<file path="src/rtl/rgb2lab_pkg.sv">
// rgb2lab_pkg: shared constants for the RGB-to-Lab colour pipeline.
// Holds the RGB->LMS matrix coefficients (unsigned Q0.10, each equal to
// 1024 x the matrix entry, rounded), the LMS output format (unsigned 8.8)
// and the sum-to-output conversion. The downstream log2 stage imports
// the same package.
package rgb2lab_pkg;

  localparam int PIX_W     = 8;
  localparam int COEF_W    = 10;
  localparam int LMS_W     = 16;
  localparam int LMS_FRAC  = 8;
  localparam int SUM_W     = 18;
  localparam int SUM_SHIFT = 2;

  localparam logic [COEF_W-1:0] C_LR = 10'd390;
  localparam logic [COEF_W-1:0] C_LG = 10'd592;
  localparam logic [COEF_W-1:0] C_LB = 10'd41;
  localparam logic [COEF_W-1:0] C_MR = 10'd201;
  localparam logic [COEF_W-1:0] C_MG = 10'd742;
  localparam logic [COEF_W-1:0] C_MB = 10'd80;
  localparam logic [COEF_W-1:0] C_SR = 10'd25;
  localparam logic [COEF_W-1:0] C_SG = 10'd132;
  localparam logic [COEF_W-1:0] C_SB = 10'd865;

  // The exact 18-bit sum carries 10 fraction bits; dropping the low two
  // (truncation) gives 8.8. The largest sum, 255*1023, still fits in
  // 16 bits after the shift, so no clamp is needed.
  function automatic logic [LMS_W-1:0] sum_to_lms(input logic [SUM_W-1:0] s);
    return s[SUM_W-1:SUM_SHIFT];
  endfunction

endpackage

</file>
<file path="src/rtl/rgb_to_lms_row.sv">
// lms_row: one row of the RGB->LMS matrix.
// Stage 1 registers the three 18-bit products, stage 2 registers the
// shifted sum. Both stages load on their enables; data loads even when
// the travelling valid is low (contents are don't-care then).
// Ports:
//   clk_i, rst_ni      clock, asynchronous active-low reset
//   en1_i, en2_i       stage 1 / stage 2 load enables
//   r_i, g_i, b_i      unsigned 8-bit pixel components
//   lms_o              unsigned 8.8 channel value (stage 2 register)
module lms_row
  import rgb2lab_pkg::*;
#(
  parameter logic [COEF_W-1:0] C0 = 10'd0,
  parameter logic [COEF_W-1:0] C1 = 10'd0,
  parameter logic [COEF_W-1:0] C2 = 10'd0
) (
  input  logic             clk_i,
  input  logic             rst_ni,
  input  logic             en1_i,
  input  logic             en2_i,
  input  logic [PIX_W-1:0] r_i,
  input  logic [PIX_W-1:0] g_i,
  input  logic [PIX_W-1:0] b_i,
  output logic [LMS_W-1:0] lms_o
);

  logic [SUM_W-1:0] prod_r_p1_d, prod_g_p1_d, prod_b_p1_d;
  logic [SUM_W-1:0] prod_r_p1_q, prod_g_p1_q, prod_b_p1_q;
  logic [SUM_W-1:0] sum_p2_d;
  logic [LMS_W-1:0] lms_p2_d, lms_p2_q;

  // Stage 1: 8x10 products, exact in 18 bits
  always_comb begin
    prod_r_p1_d = SUM_W'(r_i) * SUM_W'(C0);
    prod_g_p1_d = SUM_W'(g_i) * SUM_W'(C1);
    prod_b_p1_d = SUM_W'(b_i) * SUM_W'(C2);
  end

  always_ff @(posedge clk_i or negedge rst_ni) begin
    if (!rst_ni) begin
      prod_r_p1_q <= '0;
      prod_g_p1_q <= '0;
      prod_b_p1_q <= '0;
    end else if (en1_i) begin
      prod_r_p1_q <= prod_r_p1_d;
      prod_g_p1_q <= prod_g_p1_d;
      prod_b_p1_q <= prod_b_p1_d;
    end
  end

  // Stage 2: row sum (cannot overflow 18 bits) and shift to 8.8
  always_comb begin
    sum_p2_d = prod_r_p1_q + prod_g_p1_q + prod_b_p1_q;
    lms_p2_d = sum_to_lms(sum_p2_d);
  end

  always_ff @(posedge clk_i or negedge rst_ni) begin
    if (!rst_ni) begin
      lms_p2_q <= '0;
    end else if (en2_i) begin
      lms_p2_q <= lms_p2_d;
    end
  end

  assign lms_o = lms_p2_q;

endmodule

</file>
<file path="src/rtl/rgb_to_lms.sv">
// rgb_to_lms: two-stage pipelined RGB -> LMS conversion (unsigned 8.8)
// with a bubble-collapsing valid/ready handshake, end-of-frame marker
// pass-through and a saturating per-frame accepted-pixel counter.
// Ports:
//   i_clk, i_rst            clock, asynchronous active-low reset
//   i_valid, o_ready        input handshake
//   i_r, i_g, i_b, i_last   input pixel and end-of-frame marker
//   o_valid, i_ready        output handshake
//   o_l, o_m, o_s, o_last   LMS triple and delayed end-of-frame marker
//   o_pix_cnt               pixels accepted so far in the current frame
module rgb_to_lms
  import rgb2lab_pkg::*;
#(
  parameter int CNT_W = 20
) (
  input  logic             i_clk,
  input  logic             i_rst,
  input  logic             i_valid,
  output logic             o_ready,
  input  logic [PIX_W-1:0] i_r,
  input  logic [PIX_W-1:0] i_g,
  input  logic [PIX_W-1:0] i_b,
  input  logic             i_last,
  output logic             o_valid,
  input  logic             i_ready,
  output logic [LMS_W-1:0] o_l,
  output logic [LMS_W-1:0] o_m,
  output logic [LMS_W-1:0] o_s,
  output logic             o_last,
  output logic [CNT_W-1:0] o_pix_cnt
);

  logic             vld_p1_q, vld_p2_q;
  logic             last_p1_q, last_p2_q;
  logic             en1, en2;
  logic             in_hs;
  logic [CNT_W-1:0] cnt_d, cnt_q;

  // Next count: restart on end of frame, otherwise count up and stick at
  // all-ones rather than wrap.
  function automatic logic [CNT_W-1:0] cnt_next(input logic [CNT_W-1:0] cnt,
                                                input logic hs,
                                                input logic last);
    if (!hs)
      return cnt;
    if (last)
      return '0;
    if (&cnt)
      return cnt;
    return cnt + 1'b1;
  endfunction

  // A stage may load when it is empty or when the stage after it moves;
  // this lets an empty stage absorb a pixel during a downstream stall.
  // o_ready therefore depends combinationally on i_ready.
  always_comb begin
    en2   = !vld_p2_q || i_ready;
    en1   = !vld_p1_q || en2;
    in_hs = i_valid && en1;
    cnt_d = cnt_next(cnt_q, in_hs, i_last);
  end

  assign o_ready = en1;

  // Stage 1 / stage 2 control registers and the frame counter
  always_ff @(posedge i_clk or negedge i_rst) begin
    if (!i_rst) begin
      vld_p1_q  <= 1'b0;
      last_p1_q <= 1'b0;
      vld_p2_q  <= 1'b0;
      last_p2_q <= 1'b0;
      cnt_q     <= '0;
    end else begin
      if (en1) begin
        vld_p1_q  <= i_valid;
        last_p1_q <= i_last;
      end
      if (en2) begin
        vld_p2_q  <= vld_p1_q;
        last_p2_q <= last_p1_q;
      end
      cnt_q <= cnt_d;
    end
  end

  lms_row #(.C0(C_LR), .C1(C_LG), .C2(C_LB)) u_row_l (
    .clk_i (i_clk), .rst_ni(i_rst), .en1_i(en1), .en2_i(en2),
    .r_i   (i_r),   .g_i   (i_g),   .b_i  (i_b), .lms_o(o_l)
  );

  lms_row #(.C0(C_MR), .C1(C_MG), .C2(C_MB)) u_row_m (
    .clk_i (i_clk), .rst_ni(i_rst), .en1_i(en1), .en2_i(en2),
    .r_i   (i_r),   .g_i   (i_g),   .b_i  (i_b), .lms_o(o_m)
  );

  lms_row #(.C0(C_SR), .C1(C_SG), .C2(C_SB)) u_row_s (
    .clk_i (i_clk), .rst_ni(i_rst), .en1_i(en1), .en2_i(en2),
    .r_i   (i_r),   .g_i   (i_g),   .b_i  (i_b), .lms_o(o_s)
  );

  assign o_valid   = vld_p2_q;
  assign o_last    = last_p2_q;
  assign o_pix_cnt = cnt_q;

endmodule

</file>
<file path="config.mk">
export PLATFORM = sky130hd
export DESIGN_NAME = rgb_to_lms
export DESIGN_NICKNAME = d
export VERILOG_FILES = /design/src/rtl/rgb2lab_pkg.sv /design/src/rtl/rgb_to_lms_row.sv /design/src/rtl/rgb_to_lms.sv
export SDC_FILE = /design/constraint.sdc
export NUM_CORES = 1
export LEC_CHECK = 0
export CORE_MARGIN = 5
export CORE_UTILIZATION = 30
export CTS_CLUSTER_SIZE = 16
export DETAILED_ROUTE_END_ITERATION = 6
export HOLD_SLACK_MARGIN = 0.06
export PLACE_DENSITY_LB_ADDON = 0.05
export SLEW_MARGIN = 20
export SYNTH_ARGS = -nofsm -noshare
export SYNTH_HDL_FRONTEND = slang
export SYNTH_HIERARCHICAL = 1
export SYNTH_SLANG_ARGS = --single-unit
</file>
<file path="constraint.sdc">
create_clock -name i_clk -period 3.1 [get_ports i_clk]
set_input_delay 0.93 -clock i_clk [delete_from_list [all_inputs] [get_ports i_clk]]
set_output_delay 0.93 -clock i_clk [all_outputs]
set_load 0.01 [all_outputs]
</file>
Yosys cells after proc, flatten, opt, wreduce, memory -nomap -nowiden
Cells that the tools add are included.
- add/sub/neg operators: 7
- $mul: 9
- reductions and logical operators: 6
- multiplexer cells: 11
- equal/unequal tests: 1
- operators by type and width (kind ; count):
    20-bit 2-to-1 mux ; 6
    8-bit by 6-bit multiplier with 14-bit output (second input constant) ; 3
    8-bit by 8-bit multiplier with 16-bit output (second input constant) ; 2
    20-bit by 1-bit adder with 20-bit output (second input constant) ; 1
    20-bit AND reduction ; 1
    16-bit by 18-bit adder with 18-bit output ; 1
    17-bit by 18-bit adder with 18-bit output ; 1
    18-bit by 14-bit adder with 18-bit output ; 1
    18-bit by 15-bit adder with 18-bit output ; 1
    18-bit adder ; 1
    8-bit by 10-bit multiplier with 18-bit output (second input constant) ; 1
    13-bit by 16-bit adder with 17-bit output ; 1
    8-bit by 9-bit multiplier with 17-bit output (second input constant) ; 1
    8-bit by 5-bit multiplier with 13-bit output (second input constant) ; 1
    8-bit by 3-bit multiplier with 11-bit output (second input constant) ; 1
    1-bit 2-to-1 mux ; 5
    4-bit != test (second input constant) ; 1
    1-bit logical NOT ; 2
    1-bit logical OR ; 2
    1-bit logical AND ; 1
- logic and storage cells: 51
- register bits after elaboration: 205
- input port bits: 29
- output and inout port bits: 71

Longest topological paths before layout
- depth after elaboration: 10
- mapped depth: 16
- depth with buffers taken out: 16

By module
Netlist, hierarchy kept.
- modules (own cells, without submodules) (module ; area an instance (sq um) ; cells each ; instances ; sequential area each (sq um)):
    lms_row (u_row_m) ; 5948.2 ; 549 ; 1 ; 1476.4
    lms_row (u_row_l) ; 5564.1 ; 549 ; 1 ; 1476.4
    lms_row (u_row_s) ; 5247.5 ; 478 ; 1 ; 1526.5
    rgb_to_lms ; 1470.2 ; 164 ; 1 ; 600.6

Worst setup path before layout
Ideal clock, no wire load.
- kind: input to register
- start point: input i_g[2]
- end point: register u_row_m.prod_g_p1_q[17]
- stages on the path: 14
- setup slack: -1361 ps
- arrival: 4336 ps
- required time: 2975 ps
- cells stage by stage: inv_1 fa_1 inv_1 ha_1 or2_2 fa_1 fa_1 ha_1 a21o_1 a211o_1 o2111ai_1 o211ai_1 xor2_1 mux2_2
- word-level cells in the longest chain between the ends: 1
- RTL lines (what ; RTL line ; source):
    start: declaration ; rgb_to_lms.sv:21 ; input logic [PIX_W-1:0] i_g,
    8-bit by 9-bit multiplier with 17-bit output ; rgb_to_lms_row.sv:35 ; prod_g_p1_d = SUM_W'(g_i) * SUM_W'(C1);
    end signal: assignment ; rgb_to_lms_row.sv:46 ; prod_g_p1_q <= prod_g_p1_d;
    end: declaration ; rgb_to_lms_row.sv:28 ; logic [SUM_W-1:0] prod_r_p1_q, prod_g_p1_q, prod_b_p1_q;
Every way passes these cells.
A chain may end at the register's enable or synchronous reset.

Worst setup path in the final report
- start point: input i_g[3]
- end point: register u_row_m.prod_g_p1_q[17]
Same word-level chain as after synthesis.

==> metrics.md <==
| Metric | Value |
|---|---|
| Post-route ant nets | 0 |
| Most common cell in the netlist | ha_1 |
| Bufs on Longest Clock Path | 3 |
| Diodes inserted | 0 |
| DR vias | about 14000 |
| Number of distinct library cells after synthesis | 90 |
| Reg2Reg Setup Slack | between 0.15 and 0.2 ns |
| Fmax | roughly 0.26 GHz |
| Failing checks | negative setup slack |
| Synth warn | 6 |
| Port Buffers | 99 |
| Full die area | 0.0658 mm^2 |
| Std cell rows | 90 |
| Slew Limit Fails | 0 |
| Static Leak | roughly 0.012 uW |
| Layout cells sized above 1 | around 36% |
| Wirelength per Cell | about 18 um |
| Cell count after synthesis | ~1700 |
| Worst Path Arrival | around 4.3 ns |
| Pwr per Cell Area | about 900 mW/mm^2 |
| Initial Util | between 30% and 40% |
| Slew headroom | 42.3% |
| Num CTS Buffers | 29 |
| Gpl congestion | 0.799 |
| CTS Hold Bufs | 0 |
| CTS tree | yes |
| #FFs+latches synth | 203 |
| Syn avg cell area | ~10 um^2 |
| Die W | about 260 um |
| Cell chosen for the clock root | clkbuf_16 |
| Largest net degree at the start of global routing | just under 70 |
| Die H | 257 um |
| # setup viols final | 20 |
| Crit share post-route | 123% |
| GRT Overall Usage | between 15 and 20% |
| Final clock skew | around 0.018 ns |
| Synthesized area | between 0.015 and 0.02 mm^2 |
| Main synth FF type | dfrtp_1 |
| Status | finished, violations left |
| Clk sinks | approximately 200 |
| Pwr Total | approximately 23000 uW |
| Ranking of synthesized cells by area | dfrtp_1, ha_1, fa_1 |
| Worst-Skew Late Latency | approximately 0.56 ns |
| Clock slew at reported path FFs | around 0.060 ns |
| Initial antenna violation count | 1 |
| Final Hold Fails | 0 |
| Pre-CTS setup slack | -1.85 ns |
| Total grt overflow | 0 |
| Part of the Yosys area used for sequential elements | between 20 and 30% |
| Net count, final | 2558 |
| Crit path kind | input port to flip-flop |
| Num ports | 100 |
| Crit path launch type | input port |
| Commonest cells in the netlist | ha_1, dfrtp_1, inv_1 |
| TritonRoute pass-1 iters | 4 |
| CP Max Fanout | 2 |
| Crit end category | flip-flop |
| Post-layout minimum cycle time | between 3 and 4 ns |
| Setup_tns | -7.49 ns |
| Area delta synth->final | 40.6% |
| First-pass GRT wire length | 84800 um |
| Hold Path Class | input port to asynchronous set/reset pin |
| Post-DP HPWL | 41200 um |
| Initial drt markers | between 400 and 500 |
| Max cap viols | 0 |
| Vias in the first global route | 15082 |
| Mean number of vias per cell | slightly below 5 |
| Core ar. | 0.0602 mm^2 |
| RSZ-0062 raised after global routing | true |
| EDFF count, synth | 0 |
| Worst setup margin | -0.725 ns |
| Synthesized Nets | approximately 2200 |
| Peak supply drop | 0.676 mV |
| Worst-Margin Slew | 0.858 ns |
| Asr flop ratio synth | 100% |
| Post-synth top area share | between 20 and 30% |
| Worst Path Required | roughly 3.5 ns |
| Post-synth top area cell | dfrtp_1 |
| Htree depth | 1 |
| Post-Route WL | between 50000 and 60000 um |
| DRC Markers | 0 |
-- sequential cells by signal, summed over array words and instances, names as in the netlist --
register             cells
o_pix_cnt               20
u_row_s/prod_b_p1_q     18
u_row_m/prod_g_p1_q     17
u_row_l/lms_o           16
u_row_l/prod_r_p1_q     16
u_row_m/lms_o           16
u_row_s/lms_o           16
u_row_m/prod_r_p1_q     15
u_row_l/prod_g_p1_q     14
u_row_s/prod_g_p1_q     14
u_row_l/prod_b_p1_q     13
u_row_s/prod_r_p1_q     13
u_row_m/prod_b_p1_q     11
last_p1_q                1
o_last                   1
o_valid                  1
vld_p1_q                 1
-- cell usage in the layout, fill, tap and decap left out, drive strengths merged, types with 11 or more instances in the layout --
cell type / netlist / layout
o21ai: 57 / 57
a21oi: 93 / 93
o21a: 16 / 16
a211oi: 18 / 18
ha: 329 / 329
nor2b: 11 / 11
a31oi: 12 / 12
xnor2: 66 / 66
mux2: 118 / 118
or3: 12 / 12
nand3: 40 / 40
nor3: 26 / 26
nand4: 26 / 26
clkbuf: 23 / 44
and3: 14 / 14
xor2: 26 / 26
or4: 12 / 12
dfrtp: 203 / 203
nand2b: 15 / 15
nor2: 71 / 71
inv: 146 / 147
buf: 21 / 311
o211ai: 21 / 21
nand2: 81 / 81
fa: 83 / 83
o21bai: 14 / 14
clkdlybuf4s50: 0 / 73
a21o: 48 / 48
-- routing by layer --
metal | wire (um) | vias up | global-route usage [%]
li1 | - | 7093 | -
met1 | 25200 | 6934 | 21.4
met2 | 25200 | 146 | 27.2
met3 | 1450 | 51 | 2.02
met4 | 777 | 0 | 3.03
met5 | 0 | - | 0
-- what timing repair did --
item / 4_1_cts / 5_1_grt
pin swaps: 126 / 117
resized for setup: 245 / 99
endpoints found under the setup margin: 68 / 47
buffers inserted: 41 / 24
-- metrics by stage --
| stage | cell area [um^2] | instances | util, % | hold WS (ns) |
|---|---|---|---|---|
| detailed placement | 23000 | 2813 | 38.2 | 0.451 |
| CTS | 25100 | 2903 | 41.7 | 0.331 |
| floorplan | 19300 | 1740 | - | 0.426 |
| finish | 25600 | 2919 | 42.5 | 0.309 |
| global route | 25600 | 2919 | 42.5 | 0.349 |
| global placement | 23000 | 2813 | 38.2 | 0.457 |
-- area by class of cell --
type                       count  area [um^2]
timing repair buffer         390         3490
tap                          782          978
fill                        5794        34600
sequential                   203         5080
multi-input combinational   1344        14500
clock inverter                10         55.1
clock buffer                  41          881
inverter                     149          597
-- worst max-delay path, cell delays in order --
cell       delay [ns]
buf_8            0.08
inv_4            0.03
fa_1             0.53
inv_1            0.05
ha_2             0.16
or2_4            0.22
fa_2             0.53
fa_1             0.45
ha_4             0.24
a21o_1           0.16
a211o_1          0.25
o2111ai_1        0.10
o211ai_1         0.13
xor2_1           0.16
mux2_4           0.26
-- where the power goes --
group / switching [uW] / internal (uW) / leakage (uW)
Combinational: 7500 / 7740 / 0.00865
Clock: 1300 / 1950 / 0.000469
Sequential: 703 / 3610 / 0.00242
Total: 9510 / 13300 / 0.0115
-- kinds of logic after synthesis --
group	after synthesis	synth area share, %
compound gates	364	14.0
mux	125	7.71
buf+inv	193	4.22
fa+ha+maj	412	31.7
xor+xnor	92	4.42
simple gates	351	10.1
flops	203	27.9
-- worst paths after layout --
path                                         from                       to  cells past startpoint
setup / recovery                           i_g[3]  u_row_m/prod_g_p1_q[17]                     15
hold reg to reg                          vld_p1_q                  o_valid                      1
hold / removal                              i_rst        u_row_m/lms_o[14]                      1
max in group asynchronous                   i_rst   u_row_s/prod_b_p1_q[7]                      2
setup reg to reg           u_row_s/prod_r_p1_q[2]        u_row_s/lms_o[11]                     10
min in group i_clk                       vld_p1_q                  o_valid                      1
No activity file was read; power rests on OpenSTA's default activity.
